$ cat src/rtl/pc_ram_pkg.sv
`default_nettype none
// ============================================================================
//  Module   : pc_ram_pkg
//  Brief    : Shared types and constants for the pc_ram arbiter slice.
//  Revision : 1.0  initial release
// ============================================================================
package pc_ram_pkg;

    // Arbiter top-level state: clearing the RAM, or serving requesters.
    typedef enum logic {ST_INIT, ST_RUN} arb_state_t;

    // Requester indices into the req/gnt vectors.
    localparam int PORT_A = 0;
    localparam int PORT_B = 1;

endpackage
`default_nettype wire

$ cat src/rtl/pc_ram_arbiter_if.sv
`default_nettype none
// ============================================================================
//  Module   : pc_ram_arbiter_if
//  Brief    : Requester A/B command+response signals and the RAM-side bus
//             of the pc_ram arbiter, bundled with master/slave views.
//  Revision : 1.0  initial release
// ============================================================================
interface pc_ram_arbiter_if #(
    parameter int DATA_WIDTH = 1,
    parameter int ADDR_WIDTH = 10
);
    // Requester A
    logic                  a_req;
    logic                  a_we;
    logic [ADDR_WIDTH-1:0] a_addr;
    logic [DATA_WIDTH-1:0] a_wdata;
    logic                  a_gnt;
    logic                  a_rvalid;
    logic [DATA_WIDTH-1:0] a_rdata;
    // Requester B
    logic                  b_req;
    logic                  b_we;
    logic [ADDR_WIDTH-1:0] b_addr;
    logic [DATA_WIDTH-1:0] b_wdata;
    logic                  b_gnt;
    logic                  b_rvalid;
    logic [DATA_WIDTH-1:0] b_rdata;
    // RAM side
    logic [ADDR_WIDTH-1:0] ram_addr;
    logic [DATA_WIDTH-1:0] ram_data;
    logic                  ram_we;
    logic [DATA_WIDTH-1:0] ram_q;
    // Status
    logic                  init_done;

    // Requesters and the RAM, seen from outside the arbiter.
    modport master (
        output a_req, a_we, a_addr, a_wdata,
        input  a_gnt, a_rvalid, a_rdata,
        output b_req, b_we, b_addr, b_wdata,
        input  b_gnt, b_rvalid, b_rdata,
        input  ram_addr, ram_data, ram_we,
        output ram_q,
        input  init_done
    );

    // The arbiter itself.
    modport slave (
        input  a_req, a_we, a_addr, a_wdata,
        output a_gnt, a_rvalid, a_rdata,
        input  b_req, b_we, b_addr, b_wdata,
        output b_gnt, b_rvalid, b_rdata,
        output ram_addr, ram_data, ram_we,
        input  ram_q,
        output init_done
    );
endinterface
`default_nettype wire

$ cat src/rtl/pc_ram_arbiter_rr_arbiter2.sv
`default_nettype none
// ============================================================================
//  Module   : rr_arbiter2
//  Brief    : Two-way round-robin arbiter. On contention the port that did
//             not win last is chosen; grants only issue while advance is high.
//  Revision : 1.0  initial release
// ============================================================================
module rr_arbiter2
    import pc_ram_pkg::*;
(
    input  wire logic       clk,
    input  wire logic       rst,
    input  wire logic [1:0] req,
    input  wire logic       advance,
    output logic      [1:0] gnt
);

    logic       r_last_grant;   // index of the most recent winner
    logic [1:0] w_pick;

    // Pick a winner: lone requester wins, contention goes to the non-last port.
    always_comb begin
        w_pick = '0;
        case (req)
            2'b01:   w_pick = 2'b01;
            2'b10:   w_pick = 2'b10;
            2'b11:   w_pick = (r_last_grant == 1'(PORT_B)) ? 2'b01 : 2'b10;
            default: w_pick = '0;
        endcase
        gnt = advance ? w_pick : 2'b00;
    end

    // Remember the winner; idle cycles leave the history untouched.
    always_ff @(posedge clk) begin
        if (rst) begin
            r_last_grant <= 1'(PORT_B);
        end else if (|gnt) begin
            r_last_grant <= gnt[PORT_B];
        end
    end

endmodule
`default_nettype wire

$ cat src/rtl/pc_ram_arbiter.sv
`default_nettype none
// ============================================================================
//  Module   : pc_ram_arbiter
//  Brief    : Shares one single-port synchronous RAM between requesters A
//             and B with round-robin arbitration, after an optional
//             post-reset sweep that writes INIT_VAL to every word.
//  Revision : 1.0  initial release
// ============================================================================
module pc_ram_arbiter
    import pc_ram_pkg::*;
#(
    parameter int                    DATA_WIDTH     = 1,
    parameter int                    ADDR_WIDTH     = 10,
    parameter int                    CLEAR_ON_RESET = 1,
    parameter logic [DATA_WIDTH-1:0] INIT_VAL       = '0
) (
    input wire logic          clk,
    input wire logic          rst,
    pc_ram_arbiter_if.slave   bus
);

    localparam logic [ADDR_WIDTH-1:0] C_LAST_ADDR   = '1;
    localparam arb_state_t            C_RESET_STATE = (CLEAR_ON_RESET != 0) ? ST_INIT : ST_RUN;

    arb_state_t            r_state;
    arb_state_t            w_state_nxt;
    logic [ADDR_WIDTH-1:0] r_clr_cnt;
    logic [ADDR_WIDTH-1:0] w_clr_cnt_nxt;
    logic                  r_init_done;
    logic                  r_a_rd_pend;
    logic                  r_b_rd_pend;
    logic [ADDR_WIDTH-1:0] r_addr_hold;     // last address put on the RAM bus
    logic                  w_advance;
    logic [1:0]            w_req;
    logic [1:0]            w_gnt;
    logic [ADDR_WIDTH-1:0] w_ram_addr;
    logic [DATA_WIDTH-1:0] w_ram_data;
    logic                  w_ram_we;

    // Requests are only arbitrated in RUN and never while reset is held,
    // so requests raised during the sweep simply wait.
    assign w_advance         = !rst && (r_state == ST_RUN);
    assign w_req[PORT_A]     = bus.a_req;
    assign w_req[PORT_B]     = bus.b_req;

    rr_arbiter2 u_rr_arbiter2 (
        .clk     (clk),
        .rst     (rst),
        .req     (w_req),
        .advance (w_advance),
        .gnt     (w_gnt)
    );

    // Next-state logic: the sweep walks every address once, then RUN forever.
    always_comb begin
        w_state_nxt   = r_state;
        w_clr_cnt_nxt = r_clr_cnt;
        case (r_state)
            ST_INIT: begin
                w_clr_cnt_nxt = r_clr_cnt + 1'b1;
                if (r_clr_cnt == C_LAST_ADDR) begin
                    w_state_nxt = ST_RUN;
                end
            end
            ST_RUN:  w_state_nxt = ST_RUN;
            default: w_state_nxt = C_RESET_STATE;
        endcase
    end

    // RAM command mux: sweep write, else the winner's command, else a
    // harmless idle that re-presents the previous address.
    always_comb begin
        w_ram_we   = 1'b0;
        w_ram_addr = r_addr_hold;
        w_ram_data = '0;
        if (!rst && (r_state == ST_INIT)) begin
            w_ram_we   = 1'b1;
            w_ram_addr = r_clr_cnt;
            w_ram_data = INIT_VAL;
        end else if (w_gnt[PORT_A]) begin
            w_ram_we   = bus.a_we;
            w_ram_addr = bus.a_addr;
            w_ram_data = bus.a_wdata;
        end else if (w_gnt[PORT_B]) begin
            w_ram_we   = bus.b_we;
            w_ram_addr = bus.b_addr;
            w_ram_data = bus.b_wdata;
        end
    end

    // State, sweep counter, read-pending flags and the idle address hold.
    // init_done tracks the registered state, so it rises together with RUN.
    always_ff @(posedge clk) begin
        if (rst) begin
            r_state     <= C_RESET_STATE;
            r_clr_cnt   <= '0;
            r_init_done <= 1'b0;
            r_a_rd_pend <= 1'b0;
            r_b_rd_pend <= 1'b0;
            r_addr_hold <= '0;
        end else begin
            r_state     <= w_state_nxt;
            r_clr_cnt   <= w_clr_cnt_nxt;
            r_init_done <= (w_state_nxt == ST_RUN);
            r_a_rd_pend <= w_gnt[PORT_A] && !bus.a_we;
            r_b_rd_pend <= w_gnt[PORT_B] && !bus.b_we;
            r_addr_hold <= w_ram_addr;
        end
    end

    assign bus.a_gnt     = w_gnt[PORT_A];
    assign bus.b_gnt     = w_gnt[PORT_B];
    assign bus.ram_we    = w_ram_we;
    assign bus.ram_addr  = w_ram_addr;
    assign bus.ram_data  = w_ram_data;
    assign bus.init_done = r_init_done;
    // The RAM returns the word one cycle after the address, which is exactly
    // when the pending flag matures, so read data is a straight pass-through.
    assign bus.a_rvalid  = r_a_rd_pend;
    assign bus.b_rvalid  = r_b_rd_pend;
    assign bus.a_rdata   = bus.ram_q;
    assign bus.b_rdata   = bus.ram_q;

endmodule
`default_nettype wire

$ cat src/flat_wrapper.sv
// flat-port wrapper written by rule: the top's interface ports become plain ports
module pc_ram_arbiter_flat import pc_ram_pkg::*;
#(
    parameter int                    DATA_WIDTH     = 1,
    parameter int                    ADDR_WIDTH     = 10,
    parameter int                    CLEAR_ON_RESET = 1,
    parameter logic [DATA_WIDTH-1:0] INIT_VAL       = '0
)
  (clk, rst, bus_a_req, bus_a_we, bus_a_addr, bus_a_wdata, bus_a_gnt, bus_a_rvalid, bus_a_rdata, bus_b_req, bus_b_we, bus_b_addr, bus_b_wdata, bus_b_gnt, bus_b_rvalid, bus_b_rdata, bus_ram_addr, bus_ram_data, bus_ram_we, bus_ram_q, bus_init_done);
  pc_ram_arbiter_if #(.DATA_WIDTH(DATA_WIDTH), .ADDR_WIDTH(ADDR_WIDTH)) bus_i ();
  input wire logic clk;
  input wire logic rst;
  input wire logic [$bits(bus_i.a_req)-1:0] bus_a_req;
  input wire logic [$bits(bus_i.a_we)-1:0] bus_a_we;
  input wire logic [$bits(bus_i.a_addr)-1:0] bus_a_addr;
  input wire logic [$bits(bus_i.a_wdata)-1:0] bus_a_wdata;
  output wire logic [$bits(bus_i.a_gnt)-1:0] bus_a_gnt;
  output wire logic [$bits(bus_i.a_rvalid)-1:0] bus_a_rvalid;
  output wire logic [$bits(bus_i.a_rdata)-1:0] bus_a_rdata;
  input wire logic [$bits(bus_i.b_req)-1:0] bus_b_req;
  input wire logic [$bits(bus_i.b_we)-1:0] bus_b_we;
  input wire logic [$bits(bus_i.b_addr)-1:0] bus_b_addr;
  input wire logic [$bits(bus_i.b_wdata)-1:0] bus_b_wdata;
  output wire logic [$bits(bus_i.b_gnt)-1:0] bus_b_gnt;
  output wire logic [$bits(bus_i.b_rvalid)-1:0] bus_b_rvalid;
  output wire logic [$bits(bus_i.b_rdata)-1:0] bus_b_rdata;
  output wire logic [$bits(bus_i.ram_addr)-1:0] bus_ram_addr;
  output wire logic [$bits(bus_i.ram_data)-1:0] bus_ram_data;
  output wire logic [$bits(bus_i.ram_we)-1:0] bus_ram_we;
  input wire logic [$bits(bus_i.ram_q)-1:0] bus_ram_q;
  output wire logic [$bits(bus_i.init_done)-1:0] bus_init_done;
  assign bus_i.a_req = bus_a_req;
  assign bus_i.a_we = bus_a_we;
  assign bus_i.a_addr = bus_a_addr;
  assign bus_i.a_wdata = bus_a_wdata;
  assign bus_a_gnt = bus_i.a_gnt;
  assign bus_a_rvalid = bus_i.a_rvalid;
  assign bus_a_rdata = bus_i.a_rdata;
  assign bus_i.b_req = bus_b_req;
  assign bus_i.b_we = bus_b_we;
  assign bus_i.b_addr = bus_b_addr;
  assign bus_i.b_wdata = bus_b_wdata;
  assign bus_b_gnt = bus_i.b_gnt;
  assign bus_b_rvalid = bus_i.b_rvalid;
  assign bus_b_rdata = bus_i.b_rdata;
  assign bus_ram_addr = bus_i.ram_addr;
  assign bus_ram_data = bus_i.ram_data;
  assign bus_ram_we = bus_i.ram_we;
  assign bus_i.ram_q = bus_ram_q;
  assign bus_init_done = bus_i.init_done;
  pc_ram_arbiter #(.DATA_WIDTH(DATA_WIDTH), .ADDR_WIDTH(ADDR_WIDTH), .CLEAR_ON_RESET(CLEAR_ON_RESET), .INIT_VAL(INIT_VAL)) u_core (.clk(clk), .rst(rst), .bus(bus_i));
endmodule
$ cat config.mk
export PLATFORM = sky130hd
export DESIGN_NAME = pc_ram_arbiter_flat
export DESIGN_NICKNAME = d
export VERILOG_FILES = /design/src/rtl/pc_ram_pkg.sv /design/src/rtl/pc_ram_arbiter_if.sv /design/src/rtl/pc_ram_arbiter_rr_arbiter2.sv /design/src/rtl/pc_ram_arbiter.sv /design/src/flat_wrapper.sv
export SDC_FILE = /design/constraint.sdc
export NUM_CORES = 1
export LEC_CHECK = 0
export ABC_CLOCK_PERIOD_IN_PS = 1500
export BUFFER_PORTS_ARGS = -buffer_cell sky130_fd_sc_hd__buf_2
export CAP_MARGIN = 20
export CORE_AREA = 2 2 64 66
export CTS_CLUSTER_DIAMETER = 120
export DETAILED_ROUTE_END_ITERATION = 10
export DIE_AREA = 0 0 66 68
export SLEW_MARGIN = 10
export SYNTH_ARGS = -nofsm -noshare
export SYNTH_HDL_FRONTEND = slang
export SYNTH_SLANG_ARGS = --single-unit
$ cat constraint.sdc
create_clock -name clk -period 1.5 [get_ports clk]
set_input_delay 0.15 -clock clk [delete_from_list [all_inputs] [get_ports clk]]
set_output_delay 0.15 -clock clk [all_outputs]
set_load 0.02 [all_outputs]
Word-level counts from Yosys, hierarchy flattened

Cells that the tools add are included.

Output and inout port bits: 19
Bits in registers: 24

Reductions and logical operators: 8
Bitwise gates (word level): 1
Eq/ne operators: 4
Add/sub/neg operators: 1
Muxes and demuxes: 14

Operators with widths:

| kind                                                                  | number |
|---|---|
| 10-bit 2-to-1 mux                                                     | 3 |
| 10-bit by 1-bit adder with 10-bit output, second input constant       | 1 |
| 10-bit equality test, second input constant                           | 1 |
| 1-bit 2-to-1 mux                                                      | 7 |
| 2-bit case mux with 3 select lines                                    | 1 |
| 2-bit equality test, second input constant                            | 2 |
| 1-bit logical AND                                                     | 4 |
| 2-bit 2-to-1 mux                                                      | 2 |
| 1-bit logical NOT                                                     | 3 |
| 2-bit by 1-bit equality test with 1-bit output, second input constant | 1 |
| 1-bit case mux with 2 select lines                                    | 1 |
| 2-bit OR reduction                                                    | 1 |
| 1-bit NOT                                                             | 1 |

Logic depth before layout (Yosys ltp)

Depth in word-level cells: 6
Gate-level depth with buffers: 6
Gate-level depth less buffers: 5

Cells and area by module

A second synthesis with hierarchy kept.

Cell total of the unflattened synthesis: 141
Area, all modules: 1238.7 sq um

By module, submodules not included:

| module         | cells an instance | area each (sq um) | instances | seq. area each (sq um) |
|---|---|---|---|---|
| pc_ram_arbiter | 133               | 1179.9            | 1         | 460.4 |
| rr_arbiter2    | 8                 | 58.8              | 1         | 20.0 |

Least setup slack after synthesis

No wires, ideal clock.

Path kind: register to output
Start: reg u_core.r_state
End: out bus_ram_we
Arrival time: 1524 ps
Path buffers: 1
Cell stages (with the launch flop): 7
Slack: -174 ps
Data required time: 1350 ps
Path through: dfxtp_1 > nor2b_2 > nand3_2 > buf_6 > inv_1 > a32oi_1 > a21oi_1

Longest elaborated chain between the ends: 5
Elaborated cells between the ends (all ways): 7
Classes of those cells: mux (4); bitwise (1); reduce/logical (2)

Ends and longest elaborated chain:

| item                   | line                             | source |
|---|---|---|
| from (decl)            | pc_ram_arbiter.sv:25             | `arb_state_t r_state;` |
| from (signal assigned) | pc_ram_arbiter.sv:102            | `r_state <= w_state_nxt;` |
| 1-bit logical AND      | pc_ram_arbiter.sv:42             | `assign w_advance = !rst && (r_state == ST_RUN);` |
| 2-bit 2-to-1 mux       | pc_ram_arbiter_rr_arbiter2.sv:30 | `gnt = advance ? w_pick : 2'b00;` |
| net bus_b_gnt          | flat_wrapper.sv:24               | `output wire logic [$bits(bus_i.b_gnt)-1:0] bus_b_gnt;` |
| 1-bit 2-to-1 mux       | pc_ram_arbiter.sv:84             | `end else if (w_gnt[PORT_B]) begin` |
| 1-bit 2-to-1 mux       | pc_ram_arbiter.sv:80             | `end else if (w_gnt[PORT_A]) begin` |
| 1-bit 2-to-1 mux       | pc_ram_arbiter.sv:76             | `if (!rst && (r_state == ST_INIT)) begin` |
| to (decl)              | flat_wrapper.sv:29               | `output wire logic [$bits(bus_i.ram_we)-1:0] bus_ram_we;` |

The timed path passes the listed nets, and every way through them passes these cells.

Worst setup path in the final report

Start: reg u_core.u_rr_arbiter2.r_last_grant
End: out bus_ram_addr[6]

Longest elaborated chain between the ends: 6

Ends and longest elaborated chain:

| item                                   | line                             | source |
|---|---|---|
| from (decl)                            | pc_ram_arbiter_rr_arbiter2.sv:18 | `logic r_last_grant;` |
| from (signal assigned)                 | pc_ram_arbiter_rr_arbiter2.sv:36 | `r_last_grant <= 1'(PORT_B);` |
| from (signal assigned)                 | pc_ram_arbiter_rr_arbiter2.sv:38 | `r_last_grant <= gnt[PORT_B];` |
| 2-bit 2-to-1 mux (*)                   | pc_ram_arbiter_rr_arbiter2.sv:27 | `2'b11: w_pick = (r_last_grant == 1'(PORT_B)) ? 2'b01 : 2'b10;` |
| 2-bit case mux with 3 select lines (*) | pc_ram_arbiter_rr_arbiter2.sv:24 | `case (req)` |
| 2-bit 2-to-1 mux (*)                   | pc_ram_arbiter_rr_arbiter2.sv:30 |  |
| 10-bit 2-to-1 mux                      | pc_ram_arbiter.sv:84             |  |
| 10-bit 2-to-1 mux (*)                  | pc_ram_arbiter.sv:80             |  |
| 10-bit 2-to-1 mux (*)                  | pc_ram_arbiter.sv:76             |  |
| to (decl)                              | flat_wrapper.sv:27               | `output wire logic [$bits(bus_i.ram_addr)-1:0] bus_ram_addr;` |

Every way passes the cells marked *; elsewhere a longest branch is shown, timed or not.

==> impl_results.md <==
* Post-Synthesis Cell Area at between 0.001 and 0.0015 mm2
* Die X at around 66 um
* Final layout net count at 264
* Initial antenna violation count at 0
* Detail-routed net length per standard cell at 13.5 um
* Commonest register cell after synthesis: dfxtp_1
* Run status: complete, but fails checks
* Level count of the clock H-tree at 1
* Routability-driven placement congestion ratio at 0.792
* Top-area cell type share of the netlist area at 32.9%
* Detailed-routing iteration count for the pre-antenna-repair pass at 4
* Shortest clock period the worst path allows after layout at roughly 1.7 ns
* Die area at approximately 0.0045 mm2
* Maximum root-to-sink buffer count at 2
* Num CTS Buffers at 3
* Worst-case vdd ir drop at ~0.00028 V
* Number of nets still failing antenna checks after routing at 0
* Final period utilization at 110%
* Leak pwr at about 0.00083 uW
* Row count at 23
* N_diodes at 0
* Slack of the critical path at -0.156 ns
* Power density of the placed cells at about 640 mW/mm2
* Most common cell after layout, fill and taps aside: buf_2
* Dominant cell type by area after synthesis: dfxtp_1
* Delay contributed by the slowest stage of the critical path at 0.37 ns
* Post-detailed-route DRC marker count at 0
* Synthesized area per cell at 8.40 um2
* Data arrival time of the critical path at ~1.5 ns
* Gate count after technology mapping at between 150 and 200
* CTS Root Buffer Type: clkbuf_8
* Vert. Die Dim at between 60 and 70 um
* Worst-Margin Slew at roughly 0.39 ns
* Classification of the worst setup path: reg2out
* Yosys reg bits at 24
* Worst-path cell chain: nor2b_4 > buf_12 > o31ai_2 > nor2b_1 > o21ai_1 > buf_4
* Sequential area share after synthesis at 32.9%
* Net count after synthesis at slightly above 200
* Global-route wire length before repair at between 5000 and 6000 um
* Number of unique standard cell types used by synthesis at 39
* Area growth, synth to finish at 39.1%
* Routed wire length at roughly 3800 um
* Data required time of the worst path at roughly 1.4 ns
* Violated checks: negative setup slack
* Global-route congestion overflow total at 0
* Final Max Tran Viols at 0
* Top library cells by usage in the layout, fill and taps aside: buf_2, buf_4, nand2_1
* Placed wire-length estimate after detailed placement at ~2600 um
* Type of destination of the critical path: output port
* Endpoints failing setup at 12
* Total Power at ~1300 uW
* Cell with the biggest individual delay on the critical path: dfxtp_4
* Global-route usage over all layers at ~17%
* Post-synth EDFFs at 0
* Port bufs at 44
* Fraction of final layout cells sized beyond drive strength 1 at 46.4%
* CP Max Fanout at 15
* Cts-stage hold buffer count at 0
* Routed via count divided by cell count at ~5
* Core Area at around 0.0039 mm2
* Via count of the first global-routing pass at approximately 1300
* Worst clock skew at about 0.0046 ns
* Clock slew seen by the registers of the worst setup and hold paths at roughly 0.09 ns
* CTS tree: yes
* Max-cap violations at 0
* Yosys synthesis warning count at 0
* Family with the most delay on the worst path: flip-flops
* Class of the tightest hold or removal check: in2reg
* Final Non-Filler Cells at approximately 280
* Setup repair after global routing missed its margin: yes
* Buffering stage count on the worst path with inverters included at 2
* Number of inserted filler cells in the final layout at 383
* Clock sinks at 24
* Iteration-0 DRC Markers at 35
* Worst slew slack as a fraction of its limit at 74.2%
* Largest net degree at the start of global routing at 36
* Final hold violations at 0
* Top achievable clock speed at about 0.6 GHz
* Skew-Pair Late Insertion Delay at between 0.2 and 0.3 ns
* Initial Utilization at between 30% and 40%
* Count of vias placed by the detailed router at 1417
* Number of cells in the design after placement at between 200 and 300
* Storage element area at between 400 and 500 um2
* Startpoint Class: register
* Number of placed I/O pins at between 40 and 50
* Top post-synthesis cells by area: dfxtp_1, o31ai_1, nand2_1
* Share of async-settable or async-resettable flops after synthesis at 0%
* Total area of multi-input combinational cells at about 950 um2
-- stage by stage --
| stage | worst slack (ns) | hold WS, ns | utilization [%] | cell area (um2) | TNS (ns) |
|---|---|---|---|---|---|
| 2_1_floorplan | 0.0247 | 0.222 | - | 1470 | 0 |
| 3_5_place_dp | 0.00563 | 0.300 | 46.0 | 1770 | 0 |
| 6_report | -0.156 | 0.0484 | 52.7 | 2030 | -1.53 |
| 4_1_cts | -0.174 | 0.0322 | 52.2 | 2010 | -1.68 |
| 3_3_place_gp | -0.00185 | 0.300 | 46.0 | 1770 | -0.00345 |
| 5_1_grt | -0.250 | 0.0402 | 52.7 | 2030 | -2.76 |
-- cells by family after synthesis --
group | share of synthesized area, %
buffers and inverters | 8.05
DFF | 32.9
muxes | 0.685
xor gates and xnor gates | 4.20
and+or+nand+nor | 24.7
adders and majority gates | 0.856
AOI/OAI and AO/OA | 28.6
-- final timing paths --
path	startpoint	endpoint	slack, ns	cells past startpoint
setup / recovery	u_core.u_rr_arbiter2.r_last_grant	bus_ram_addr[6]	-0.16	6
hold / removal	bus_b_we	u_core.bus.b_rvalid	0.05	2
setup reg to reg	u_core.r_state	u_core.r_clr_cnt[7]	0.11	4
hold reg to reg	u_core.r_clr_cnt[7]	u_core.r_addr_hold[7]	0.53	2
-- what timing repair did --
item / CTS / global route
setup buffers: 10 / 1
pin swaps: 11 / 4
resized for setup: 28 / 5
endpoints found under the setup margin: 12 / 14
-- power by group --
group          leakage, uW  total (uW)  internal (uW)  switching [uW]
registers         0.000195         656            646            10.0
clock network    0.0000288         451            235             216
logic             0.000608         189           87.5             102
-- flip-flops by register name, indices dropped and copies added, names as in the netlist --
register / count
u_core.u_rr_arbiter2.r_last_grant: 1
u_core.bus.b_rvalid: 1
u_core.r_state: 1
u_core.r_clr_cnt: 10
u_core.bus.a_rvalid: 1
u_core.r_addr_hold: 10
-- final cells by class --
| type | instances | area share (%) |
|---|---|---|
| multi-input cells | 133 | 47.0 |
| flip-flops and latches | 24 | 23.9 |
| repair buffers | 69 | 22.8 |
| well taps | 50 | 3.08 |
| clock buffers | 4 | 2.71 |
| inverters | 3 | 0.554 |
-- cell usage after synthesis (3+ instances only) --
master	instances
nand2_1	25
nor2b_1	7
dfxtp_1	24
buf_6	5
o21ai_1	12
a21oi_1	4
o31ai_1	16
xnor2_1	3
xor2_1	4
o21ai_0	10
o31ai_2	4
nor2_1	12
a22oi_1	8
and2b_1	4
buf_2	7
-- routing by layer --
| metal | track usage, % | part of all wire (%) | wire length [um] |
|---|---|---|---|
| met5 | 0 | 0 | 0 |
| met4 | 6.12 | 0.66 | 25 |
| met3 | 1.97 | 3.5 | 133 |
| met2 | 28.4 | 46 | 1770 |
| met1 | 23.2 | 49 | 1880 |
Note: power is estimated with default switching activity, not from simulation.
